## src/rtl/sram_readback_pkg.sv

```systemverilog
// sram_readback_pkg
// Shared definitions for the SRAM read-back streamer: default address/data
// widths, the FSM state encoding and the output buffer depth.
package sram_readback_pkg;

  localparam int A_WIDTH_DEF = 13;
  localparam int D_WIDTH_DEF = 8;

  // Output buffer depth; also the issue credit limit (buffered + in-flight).
  localparam int FIFO_DEPTH  = 2;
  localparam int CNT_W       = $clog2(FIFO_DEPTH + 1);

  typedef enum logic [1:0] {
    ST_IDLE  = 2'd0,
    ST_READ  = 2'd1,
    ST_DRAIN = 2'd2,
    ST_DONE  = 2'd3
  } state_t;

endpackage

```

## src/rtl/readback_fifo.sv

```systemverilog
// readback_fifo
// Two-entry output buffer for the read-back streamer.
// Ports:
//   Clk   - clock, rising edge
//   Rst   - synchronous active-low reset (pointers and count only)
//   push  - write din this cycle
//   pop   - remove the head this cycle
//   din   - word to write
//   dout  - current head word
//   count - number of buffered words (0..2)
//   empty - count is zero
module readback_fifo
  import sram_readback_pkg::*;
#(
  parameter int D_WIDTH = D_WIDTH_DEF
) (
  input  logic               Clk,
  input  logic               Rst,
  input  logic               push,
  input  logic               pop,
  input  logic [D_WIDTH-1:0] din,
  output logic [D_WIDTH-1:0] dout,
  output logic [CNT_W-1:0]   count,
  output logic               empty
);

  logic [D_WIDTH-1:0] mem [FIFO_DEPTH];
  // Two entries, so each pointer is a single toggling bit.
  logic               wr_ptr;
  logic               rd_ptr;

  always_ff @(posedge Clk) begin
    if (!Rst) begin
      wr_ptr <= 1'b0;
      rd_ptr <= 1'b0;
      count  <= '0;
    end else begin
      if (push) wr_ptr <= ~wr_ptr;
      if (pop)  rd_ptr <= ~rd_ptr;
      // The issuer never lets a push meet a full buffer, so push+pop only
      // ever happens at count 1 and leaves the count unchanged.
      case ({push, pop})
        2'b10:   count <= count + CNT_W'(1);
        2'b01:   count <= count - CNT_W'(1);
        default: count <= count;
      endcase
    end
  end

  always_ff @(posedge Clk) begin
    if (push) mem[wr_ptr] <= din;
  end

  assign dout  = mem[rd_ptr];
  assign empty = (count == '0);

endmodule

```

## src/rtl/sram_readback.sv

```systemverilog
// sram_readback
// Reads Len consecutive words from a synchronous SRAM starting at Start_Addr
// (address wraps at 2**A_WIDTH) and streams them out with valid/ready flow
// control through a 2-entry buffer. Reads are issued only while buffered plus
// in-flight words stay below the buffer depth, so no word is ever dropped.
// Optional feature: define READBACK_SUM_EN to add the Sum output, a 16-bit
// running sum of words accepted on the output since the last accepted Go.
// Ports:
//   Clk, Rst          - clock, synchronous active-low reset
//   Go                - start request (only honoured in IDLE)
//   Start_Addr, Len   - first address and word count, sampled with Go
//   Mem_Addr, Mem_En  - SRAM address and one-cycle read enable
//   Mem_Rw            - SRAM read/write select, always read (0)
//   Mem_Data          - SRAM read data, valid the cycle after Mem_En
//   Out_Data/Valid    - streamed word and its valid flag
//   Out_Ready         - consumer accept
//   Busy              - not in IDLE
//   Done              - one-cycle pulse at the end of a transfer
//   Sum               - (READBACK_SUM_EN only) accepted-word sum
module sram_readback
  import sram_readback_pkg::*;
#(
  parameter int A_WIDTH = A_WIDTH_DEF,
  parameter int D_WIDTH = D_WIDTH_DEF
) (
  input  logic               Clk,
  input  logic               Rst,
  input  logic               Go,
  input  logic [A_WIDTH-1:0] Start_Addr,
  input  logic [A_WIDTH:0]   Len,
  output logic [A_WIDTH-1:0] Mem_Addr,
  output logic               Mem_En,
  output logic               Mem_Rw,
  input  logic [D_WIDTH-1:0] Mem_Data,
  output logic [D_WIDTH-1:0] Out_Data,
  output logic               Out_Valid,
  input  logic               Out_Ready,
  output logic               Busy,
  output logic               Done
`ifdef READBACK_SUM_EN
  ,
  output logic [15:0]        Sum
`endif
);

  localparam int OUT_W = CNT_W + 1;

  state_t             state;
  logic [A_WIDTH-1:0] addr;
  logic [A_WIDTH:0]   remaining;
  logic               inflight;
  logic [CNT_W-1:0]   fifo_count;
  logic               fifo_empty;
  logic               pop;
  logic               start;
  logic               go_read;
  logic               issue;
  logic [OUT_W-1:0]   outstanding;

  assign start   = Rst && (state == ST_IDLE) && Go;
  assign go_read = start && (Len != '0);
  assign pop     = !fifo_empty && Out_Ready;

  // Words that will still occupy the buffer next cycle without a new read;
  // a pop this cycle frees a credit so steady state reaches one word/cycle.
  assign outstanding = OUT_W'(fifo_count) + OUT_W'(inflight) - OUT_W'(pop);

  // The first read goes out in the Go cycle itself, straight from Start_Addr.
  assign issue = go_read ||
                 (Rst && (state == ST_READ) && (remaining != '0) &&
                  (outstanding < OUT_W'(FIFO_DEPTH)));

  assign Mem_En   = issue;
  assign Mem_Addr = ((state == ST_IDLE) && Go) ? Start_Addr : addr;
  assign Mem_Rw   = 1'b0;

  always_ff @(posedge Clk) begin
    if (!Rst) begin
      state     <= ST_IDLE;
      addr      <= '0;
      remaining <= '0;
      inflight  <= 1'b0;
      Busy      <= 1'b0;
      Done      <= 1'b0;
    end else begin
      inflight <= issue;
      Done     <= 1'b0;
      if (issue) addr <= Mem_Addr + A_WIDTH'(1);
      case (state)
        ST_IDLE: begin
          if (Go) begin
            Busy <= 1'b1;
            if (Len != '0) begin
              remaining <= Len - (A_WIDTH + 1)'(1);
              state     <= ST_READ;
            end else begin
              Done  <= 1'b1;
              state <= ST_DONE;
            end
          end
        end
        ST_READ: begin
          if (issue) remaining <= remaining - (A_WIDTH + 1)'(1);
          if ((remaining == '0) || (issue && remaining == (A_WIDTH + 1)'(1)))
            state <= ST_DRAIN;
        end
        ST_DRAIN: begin
          if (fifo_empty && !inflight) begin
            Done  <= 1'b1;
            state <= ST_DONE;
          end
        end
        ST_DONE: begin
          Busy  <= 1'b0;
          state <= ST_IDLE;
        end
        default: begin
          Busy  <= 1'b0;
          state <= ST_IDLE;
        end
      endcase
    end
  end

  // Data returns the cycle after its enable; inflight marks that cycle.
  readback_fifo #(
    .D_WIDTH(D_WIDTH)
  ) u_fifo (
    .Clk   (Clk),
    .Rst   (Rst),
    .push  (inflight),
    .pop   (pop),
    .din   (Mem_Data),
    .dout  (Out_Data),
    .count (fifo_count),
    .empty (fifo_empty)
  );

  assign Out_Valid = !fifo_empty;

`ifdef READBACK_SUM_EN
  always_ff @(posedge Clk) begin
    if (!Rst || start) Sum <= '0;
    else if (pop)      Sum <= Sum + 16'(Out_Data);
  end
`endif

endmodule

```

## config.mk

```make
export PLATFORM = sky130hd
export DESIGN_NAME = sram_readback
export DESIGN_NICKNAME = d
export VERILOG_FILES = /design/src/rtl/sram_readback_pkg.sv /design/src/rtl/readback_fifo.sv /design/src/rtl/sram_readback.sv
export SDC_FILE = /design/constraint.sdc
export NUM_CORES = 1
export LEC_CHECK = 0
export ABC_AREA = 1
export CAP_MARGIN = 20
export CORE_MARGIN = 2
export CORE_UTILIZATION = 55
export DETAILED_ROUTE_END_ITERATION = 12
export DONT_BUFFER_PORTS = 1
export PLACE_DENSITY = 0.66
export SYNTH_ARGS = -nofsm -noshare
export SYNTH_HDL_FRONTEND = slang
export SYNTH_SLANG_ARGS = --single-unit
```

## constraint.sdc

```tcl
create_clock -name Clk -period 5.42 [get_ports Clk]
set_input_delay 1.084 -clock Clk [delete_from_list [all_inputs] [get_ports Clk]]
set_output_delay 1.084 -clock Clk [all_outputs]
set_load 0.05 [all_outputs]
```

**Word level (Yosys, flattened, before mapping)**

Memory sizes are Yosys's and may differ from the RTL's. A register that Yosys moved wholly into a read port is not among the register bits.
Cells that the tools add are included.
Widths: inputs -> output; s select.

- Flip-flop bits (word level): 36
- Memory bits (writable): 16
- Memories: 1
- Output and inout bits: 26

Memory list:

| memory | words | width | rd ports | clocked after memory_dff | wr ports | RTL line | RTL |
|---|---|---|---|---|---|---|---|
| u_fifo.mem | 2 | 8 | 1 | 1 | 1 | readback_fifo.sv:27 | `logic [D_WIDTH-1:0] mem [FIFO_DEPTH];` |

- Add/subtract/negate cells: 7
- Equality and inequality tests: 11
- Reduce and logical (&&, ||, !) cells: 25
- Bitwise gates (word level): 2
- Mux-type cells: 21
- Order comparisons: 1

Operators by type and width:

| cell | number |
|---|---|
| $mux 14 | 3 |
| $pmux 14 s2 | 1 |
| $reduce_bool 14->1 | 2 |
| $sub 14x1->14 const B | 2 |
| $eq 14x1->1 const B | 1 |
| $logic_not 14->1 | 1 |
| $add 13x1->13 const B | 1 |
| $mux 13 | 1 |
| $logic_and 1x1->1 | 10 |
| $mux 1 | 8 |
| $mux 2 | 4 |
| $pmux 2 s4 | 1 |
| $eq 2x2->1 const B | 3 |
| $ne 2x2->1 const B | 3 |
| $reduce_bool 2->1 | 3 |
| $eq 2x1->1 const B | 2 |
| $logic_not 2->1 | 2 |
| $ne 2x1->1 const B | 2 |
| $pmux 1 s2 | 2 |
| $pmux 2 s2 | 1 |
| $reduce_and 4->1 | 1 |
| $add 2x1->3 | 1 |
| $lt 3x2->1 const B | 1 |
| $reduce_and 3->1 | 1 |
| 7 further kinds | 10 |

**Depth between registers and ports, before layout**

Gate-level depths: netlist (run 1).

- Word-level depth: 11
- Gate-level depth with buffers: 16
- Mapped depth without buffers: 15

**Cells and area by module**

A second synthesis (run 1) with hierarchy kept.

- Cells, all modules: 508
- Area total of the unflattened synthesis: 3616.0 um^2

Modules (own cells, without submodules):

| module | cells an instance | area each (um^2) | times used | sequential area each (um^2) |
|---|---|---|---|---|
| sram_readback | 450 | 2785.2 | 1 | 640.6 |
| readback_fifo | 58 | 830.8 | 1 | 580.6 |

**Least setup slack after synthesis (run 1)**

Ideal clock, no wire load.

- Path type: input to output
- From: in Out_Ready
- To: out Mem_En
- Data required time: 4.336 ns
- Data arrival time: 2.794 ns
- Setup slack: 1.542 ns
- Cell stages on the path: 11
- Path through: inv_1 -> nor2_1 -> nand2_1 -> o21ai_0 -> nand2_1 -> fa_1 -> nand3_1 -> nor2_1 -> nand2_1 -> nand2_1 -> buf_2

- Word-level cells in the longest chain between the ends: 5

RTL lines:

| element | RTL line | RTL |
|---|---|---|
| start, declared | sram_readback.sv:37 | `input logic Out_Ready,` |
| $logic_and 1x1->1 | sram_readback.sv:62 | `assign pop = !fifo_empty && Out_Ready;` |
| $sub 3x1->3 | sram_readback.sv:66 | `assign outstanding = OUT_W'(fifo_count) + OUT_W'(inflight) - OUT_W'(pop);` |
| $lt 3x2->1 | sram_readback.sv:71 | `(outstanding < OUT_W'(FIFO_DEPTH)));` |
| $logic_and 1x1->1 | sram_readback.sv:70 | `(Rst && (state == ST_READ) && (remaining != '0) &&` |
| $logic_or 1x1->1 | sram_readback.sv:69 | `assign issue = go_read \|\|` |
| end, declared | sram_readback.sv:32 | `output logic Mem_En,` |

No other way between the ends.

**Worst setup path after layout (run 1)**

Same ends and word-level chain as after synthesis.

==> summary.txt, run 1 <==
I/O Buffers: 0
H-tree levels: 2
Total Routing Usage GR: 23.5%
worst path required time: 4.34 ns
r2r startpoint: u_fifo.count[1]
Antenna diodes: 0
Die W: 83.5 um
Hold Crit Class: reg2reg
most used flip-flop cell after synthesis: dfxtp_1
largest net degree at the start of global routing: 30
status: finished clean
root buf cell: clkbuf_8
Initial Utilization: 57.7%
Starting DRT DRC Count: 199
kind of critical path: in2out
Synth warnings: 0
crit path time final: 3.90 ns
unrepaired setup endpoints after global routing: false
share of cells above drive strength 1: 10.3%
Slowest Stage Delay on Critical Path: 0.49 ns
final core utilization: 59.5%
area of the die: 6980 um^2
critical path arrival: 2.82 ns
Yosys top cell area share: 21.3%
GR Overflow Total: 0
Synth area leaders: dfxtp_1, nand2_1, edfxtp_1
Die Ht: 83.5 um
CP startpoint: Out_Ready
clock-pin slew on the worst setup and hold paths: 0.10 ns
final-stage net count: 554
Max FO, Critical Path: 4
startpoint types: primary input
Detailed Place HPWL: 6010 um
setup bufs post-CTS: 0
drt pass-1 iters: 4
crit end category: primary output
max_cap viols: 0
Synth async-reset ratio: 0%
Slew Viols, Final: 0
Final period util: 72.0%
DR WL/cell: 13.6 um
FILL cells: 581
Yosys reg bits: 53
Setup TNS: 0 ns
Final setup violation count: 0
insertion delay to the later sink of the worst-skew pair: 0.32 ns
worst path bufs/invs: 1
slew at the pin closest to its max-slew limit: 0.719 ns
Remaining DRCs: 0
Slew HR: 51.9%
largest area contributor in the netlist: dfxtp_1
Routed Antenna Nets: 0
Synth Cell Area: 3480 um^2
CTS Hold Bufs: 0
cell family with most CP delay: simple AND/OR/NAND/NOR gates
CTS tree: done
CP cell instances: inv_1 > nor2_1 > nand2_1 > o21ai_0 > nand2_1 > fa_1 > nand3_1 > nor2_1 > nand2_1 > nand2_1
synth unique cells: 37
Pleak: 1.61 nW
core box area: 6030 um^2
Site Rows: 28
power density over the cells: 586 nW/um^2
number of global-route vias before repair: 3005
clk_skew: 0.0110 ns
cell count after synthesis: 510
via count: 3062
Vias per Instance: 5.28
cts repair resizes: 0
initial antenna violation count: 0
first-pass GRT wire length: 13600 um
top-count cell post-synth: nand2_1
peak supply drop: 312 uV
global placer's final weighted congestion: 0.915
IO Count: 65
sequential area share after synthesis: 35.1%
Routed WL: 7910 um
Post-synth EDFFs: 16
fmax: 256 MHz
Final Hold Fails: 0
TritonCTS Buffers: 5
Net Count, Synth: 560
slowest CP cell: fa_1
mean post-synth cell area: 6.82 um^2
clock sink count: 53
clock buffer depth: 2
most frequent cells after synthesis: nand2_1, nor2_1, inv_1, dfxtp_1, nand3_1
area grow syn2layout: 3.09%
hold path start: u_fifo.rd_ptr
CP most frequent cell: nand2_1
[cell type report]
type / instances / area [um^2] / share of cell area [%]
clock buffer: 5 / 68.8 / 1.92
clock inverter: 3 / 26.3 / 0.732
inverter: 57 / 216 / 6.03
multi-input combinational: 386 / 1950 / 54.4
sequential: 53 / 1220 / 34.0
tap: 75 / 93.8 / 2.62
timing repair buffer: 1 / 7.51 / 0.209
[state kept, by name (all words and copies together), names as in the netlist, named ones only]
name / count
u_fifo.mem: 16
remaining: 14
addr: 13
state: 2
u_fifo.count: 2
Busy: 1
Done: 1
inflight: 1
u_fifo.rd_ptr: 1
u_fifo.wr_ptr: 1
[logic make-up (layout without fill, tap and decap cells)]
logic type	Yosys count	in the layout	synth area share, %
and+or+nand+nor	286	286	36.0
buffers and inverters	71	66	8.77
AOI/OAI and AO/OA	66	66	9.74
DFF	53	53	35.1
xor gates and xnor gates	13	13	3.27
adders and majority gates	11	11	4.17
muxes	9	9	2.88
other	1	1	0.108
[stage by stage]
step / setup WS, ns / hold WS, ns / instances / cell area [um^2] / total power [mW]
CTS: 1.50 / 0.469 / 580 / 3590 / 2.11
detailed placement: 1.51 / 0.455 / 572 / 3490 / 1.87
global route: 1.31 / 0.494 / 580 / 3590 / 2.29
floorplan: 1.54 / 0.425 / 510 / 3480 / 1.69
finish: 1.52 / 0.467 / 580 / 3590 / 2.10
global placement: 1.55 / 0.444 / 572 / 3490 / 1.85
[final timing paths]
| path | end | slack, ns | cells past startpoint |
|---|---|---|---|
| setup / recovery | Mem_En | 1.52 | 10 |
| hold reg to reg | u_fifo.rd_ptr | 0.47 | 1 |
| hold / removal | u_fifo.rd_ptr | 0.47 | 1 |
| setup reg to reg | state[1] | 2.18 | 16 |
[layout by cell type, fill, tap and decap left out]
cell	instances
inv_8	1
mux2i_1	1
nand2_4	2
edfxtp_1	16
inv_1	52
or2_2	2
xnor2_1	4
nor2_1	77
and2_1	1
ha_1	10
a31oi_1	2
conb_1	1
mux2_2	8
nor2_4	4
nor3_1	2
xor2_1	9
clkinv_1	2
clkinvlp_4	2
fa_1	1
nand3_1	36
o31ai_1	1
inv_2	2
nand4_1	5
nand3_2	1
nand2_2	17
buf_4	1
nand3b_1	1
o21ai_0	33
o21ai_2	1
nand2_1	133
o21ai_1	2
nor2_2	5
a21oi_1	27
inv_4	1
clkbuf_8	5
dfxtp_1	37
[report_power, final]
part / internal [mW] / leakage (nW) / total, mW / switching (mW)
sequential: 0.540 / 0.451 / 0.647 / 0.107
combinational: 0.332 / 1.11 / 1.22 / 0.886
clock: 0.0943 / 0.0423 / 0.238 / 0.144
total: 0.966 / 1.61 / 2.10 / 1.14
[layer usage]
metal  vias to the layer above  global-route usage, %  routed length [um]
met5                         -                      0                   0
met3                         5                   5.84                 451
met1                      1390                   30.2                3670
met4                         0                   3.81                  42
li1                       1605                      -                   -
met2                        62                   40.7                3740
Power figures use the tool's default switching activity.
==> run 2, diff against run 1 <==
Clock period 5.42 ns to 3.83 ns, I/O delays scaled along.
==> summary.txt, run 2 (synthesized netlist as in run 1, its figures left out) <==
post-route setup slack: 0.505 ns (was 1.52 ns)
GR Overflow Total: 0 (unchanged)
commonest cells after routing, fill and taps aside: nand2_1, nor2_1, inv_1 (unchanged)
cts repair resizes: 0 (unchanged)
Hold Crit Class: reg2reg (unchanged)
fmax: 301 MHz
area grow syn2layout: 3.70% (was 3.09%)
clock sink count: 53 (unchanged)
most common cell after layout, fill and taps aside: nand2_1 (unchanged)
I/O Buffers: 0 (unchanged)
FILL cells: 571 (was 581)
clock buffer depth: 2 (unchanged)
Top reg by flops: u_fifo.mem (unchanged)
power density over the cells: 828 nW/um^2 (was 586 nW/um^2)
Routed WL: 7860 um (was 7910 um)
via count: 3113 (was 3062)
Total Routing Usage GR: 23.0% (was 23.5%)
Pleak: 1.63 nW (was 1.61 nW)
insertion delay to the later sink of the worst-skew pair: 0.32 ns (about the same)
clk_skew: 0.00893 ns (was 0.0110 ns)
Place WS: 0.622 ns (was 1.51 ns)
max_cap viols: 0 (unchanged)
CTS tree: done (unchanged)
Die Ht: 83.5 um (unchanged)
status: finished clean (unchanged)
Starting DRT DRC Count: 141 (was 199)
Non-Filler Instances: 583 (was 580)
DR WL/cell: 13.5 um (was 13.6 um)
kind of critical path: reg2out (was in2out)
IO Count: 65 (unchanged)
clock-pin slew on the worst setup and hold paths: 0.10 ns (about the same)
Die W: 83.5 um (unchanged)
Final setup violation count: 0 (unchanged)
first-pass GRT wire length: 13300 um (was 13600 um)
Antenna diodes: 0 (unchanged)
number of flip-flops under the largest register name: 16 (unchanged)
Post-DP Area: 3510 um^2 (was 3490 um^2)
Vias per Instance: 5.34 (was 5.28)
TritonCTS Buffers: 5 (unchanged)
drt pass-1 iters: 4 (unchanged)
final core utilization: 59.9% (was 59.5%)
Final Hold Fails: 0 (unchanged)
Final period util: 86.8%
Slew HR: 51.1% (was 51.9%)
number of global-route vias before repair: 2955 (was 3005)
hold path start: u_fifo.rd_ptr (unchanged)
slew at the pin closest to its max-slew limit: 0.731 ns (was 0.719 ns)
worst path required time: 3.06 ns (was 4.34 ns)
initial antenna violation count: 0 (unchanged)
H-tree levels: 2 (unchanged)
Worst Reg-to-Reg Cells: 15 (was 16)
Routed Antenna Nets: 0 (unchanged)
root buf cell: clkbuf_8 (unchanged)
Hold Path Stages: 1 (unchanged)
startpoint types: register (was primary input)
Detailed Place HPWL: 5990 um (was 6010 um)
crit path time final: 3.33 ns
largest registers: u_fifo.mem x16, remaining x14, addr x13 (unchanged)
peak supply drop: 435 uV (was 312 uV)
post-route cell area: 3610 um^2 (was 3590 um^2)
Setup TNS: 0 ns (unchanged)
reg2reg end: remaining[10] (was state[1])
core box area: 6030 um^2 (unchanged)
Final Total Pwr: 2.99 mW (was 2.10 mW)
setup bufs post-CTS: 0 (unchanged)
Remaining DRCs: 0 (unchanged)
Initial Utilization: 57.7% (unchanged)
critical path arrival: 2.56 ns (was 2.82 ns)
crit end category: primary output (unchanged)
Site Rows: 28 (unchanged)
r2r startpoint: u_fifo.count[1] (unchanged)
largest net degree at the start of global routing: 30 (unchanged)
Slew Viols, Final: 0 (unchanged)
global placer's final weighted congestion: 0.868 (was 0.915)
Hold Slack: 0.469 ns (was 0.467 ns)
area of the die: 6980 um^2 (unchanged)
reg2reg setup slack: 1.04 ns (was 2.18 ns)
share of cells above drive strength 1: 10.8% (was 10.3%)
unrepaired setup endpoints after global routing: false (unchanged)
CTS Hold Bufs: 0 (unchanged)
Max FO, Critical Path: 15 (was 4)
Inst Count DP: 575 (was 572)
final-stage net count: 557 (was 554)
run 2: cell types whose count changed in the layout (fill, tap and decap cells not counted), sizes merged:
cell      change
clkinvlp      -1
buf           +3
clkinv        +1
run 2: critical path: stages, from the launching register on:
cell and delay [ns]:
dfxtp_1 0.43, nor2_1 0.13, nor2_1 0.21, nand2_1 0.10, o21ai_0 0.14, nand2_1 0.12, fa_1 0.50, nand3_1 0.07
nor2_1 0.11, nand2_1 0.10, nand2_1 0.07, buf_4 0.27
run 2: how the worst max path moves through the flow:
stage	startpoint	endpoint	slack [ns]	cells after the start
CTS	u_fifo.count[1]	Mem_En	0.48	11
global route	u_fifo.count[1]	Mem_En	0.24	11
floorplan	Out_Ready	Mem_En	0.59	11
global placement	Out_Ready	Mem_En	0.68	11
detailed placement	Out_Ready	Mem_En	0.62	11
finish	u_fifo.count[1]	Mem_En	0.50	11
run 2: final cells by class:
| class | count | area, um^2 | share of cell area [%] |
|---|---|---|---|
| timing repair buffer | 4 | 30.0 | 0.832 |
| clock buffer | 5 | 68.8 | 1.91 |
| multi-input combinational | 386 | 1950 | 54.1 |
| sequential | 53 | 1220 | 33.8 |
| inverter | 57 | 216 | 6.00 |
| tap | 75 | 93.8 | 2.60 |
| clock inverter | 3 | 25.0 | 0.693 |
run 2: power breakdown:
| group | switching (mW) | internal, mW | total [mW] | leakage [nW] |
|---|---|---|---|---|
| logic | 1.25 | 0.484 | 1.73 | 1.13 |
| clock network | 0.201 | 0.132 | 0.334 | 0.0447 |
| registers | 0.157 | 0.764 | 0.921 | 0.451 |
run 2: layer usage:
metal	share of wire, %	vias to the layer above	track usage (%)
li1	-	1614	-
met1	49	1426	30.1
met2	45	66	38.2
met3	5.3	7	5.14
met4	0.99	0	6.45
met5	0	-	0
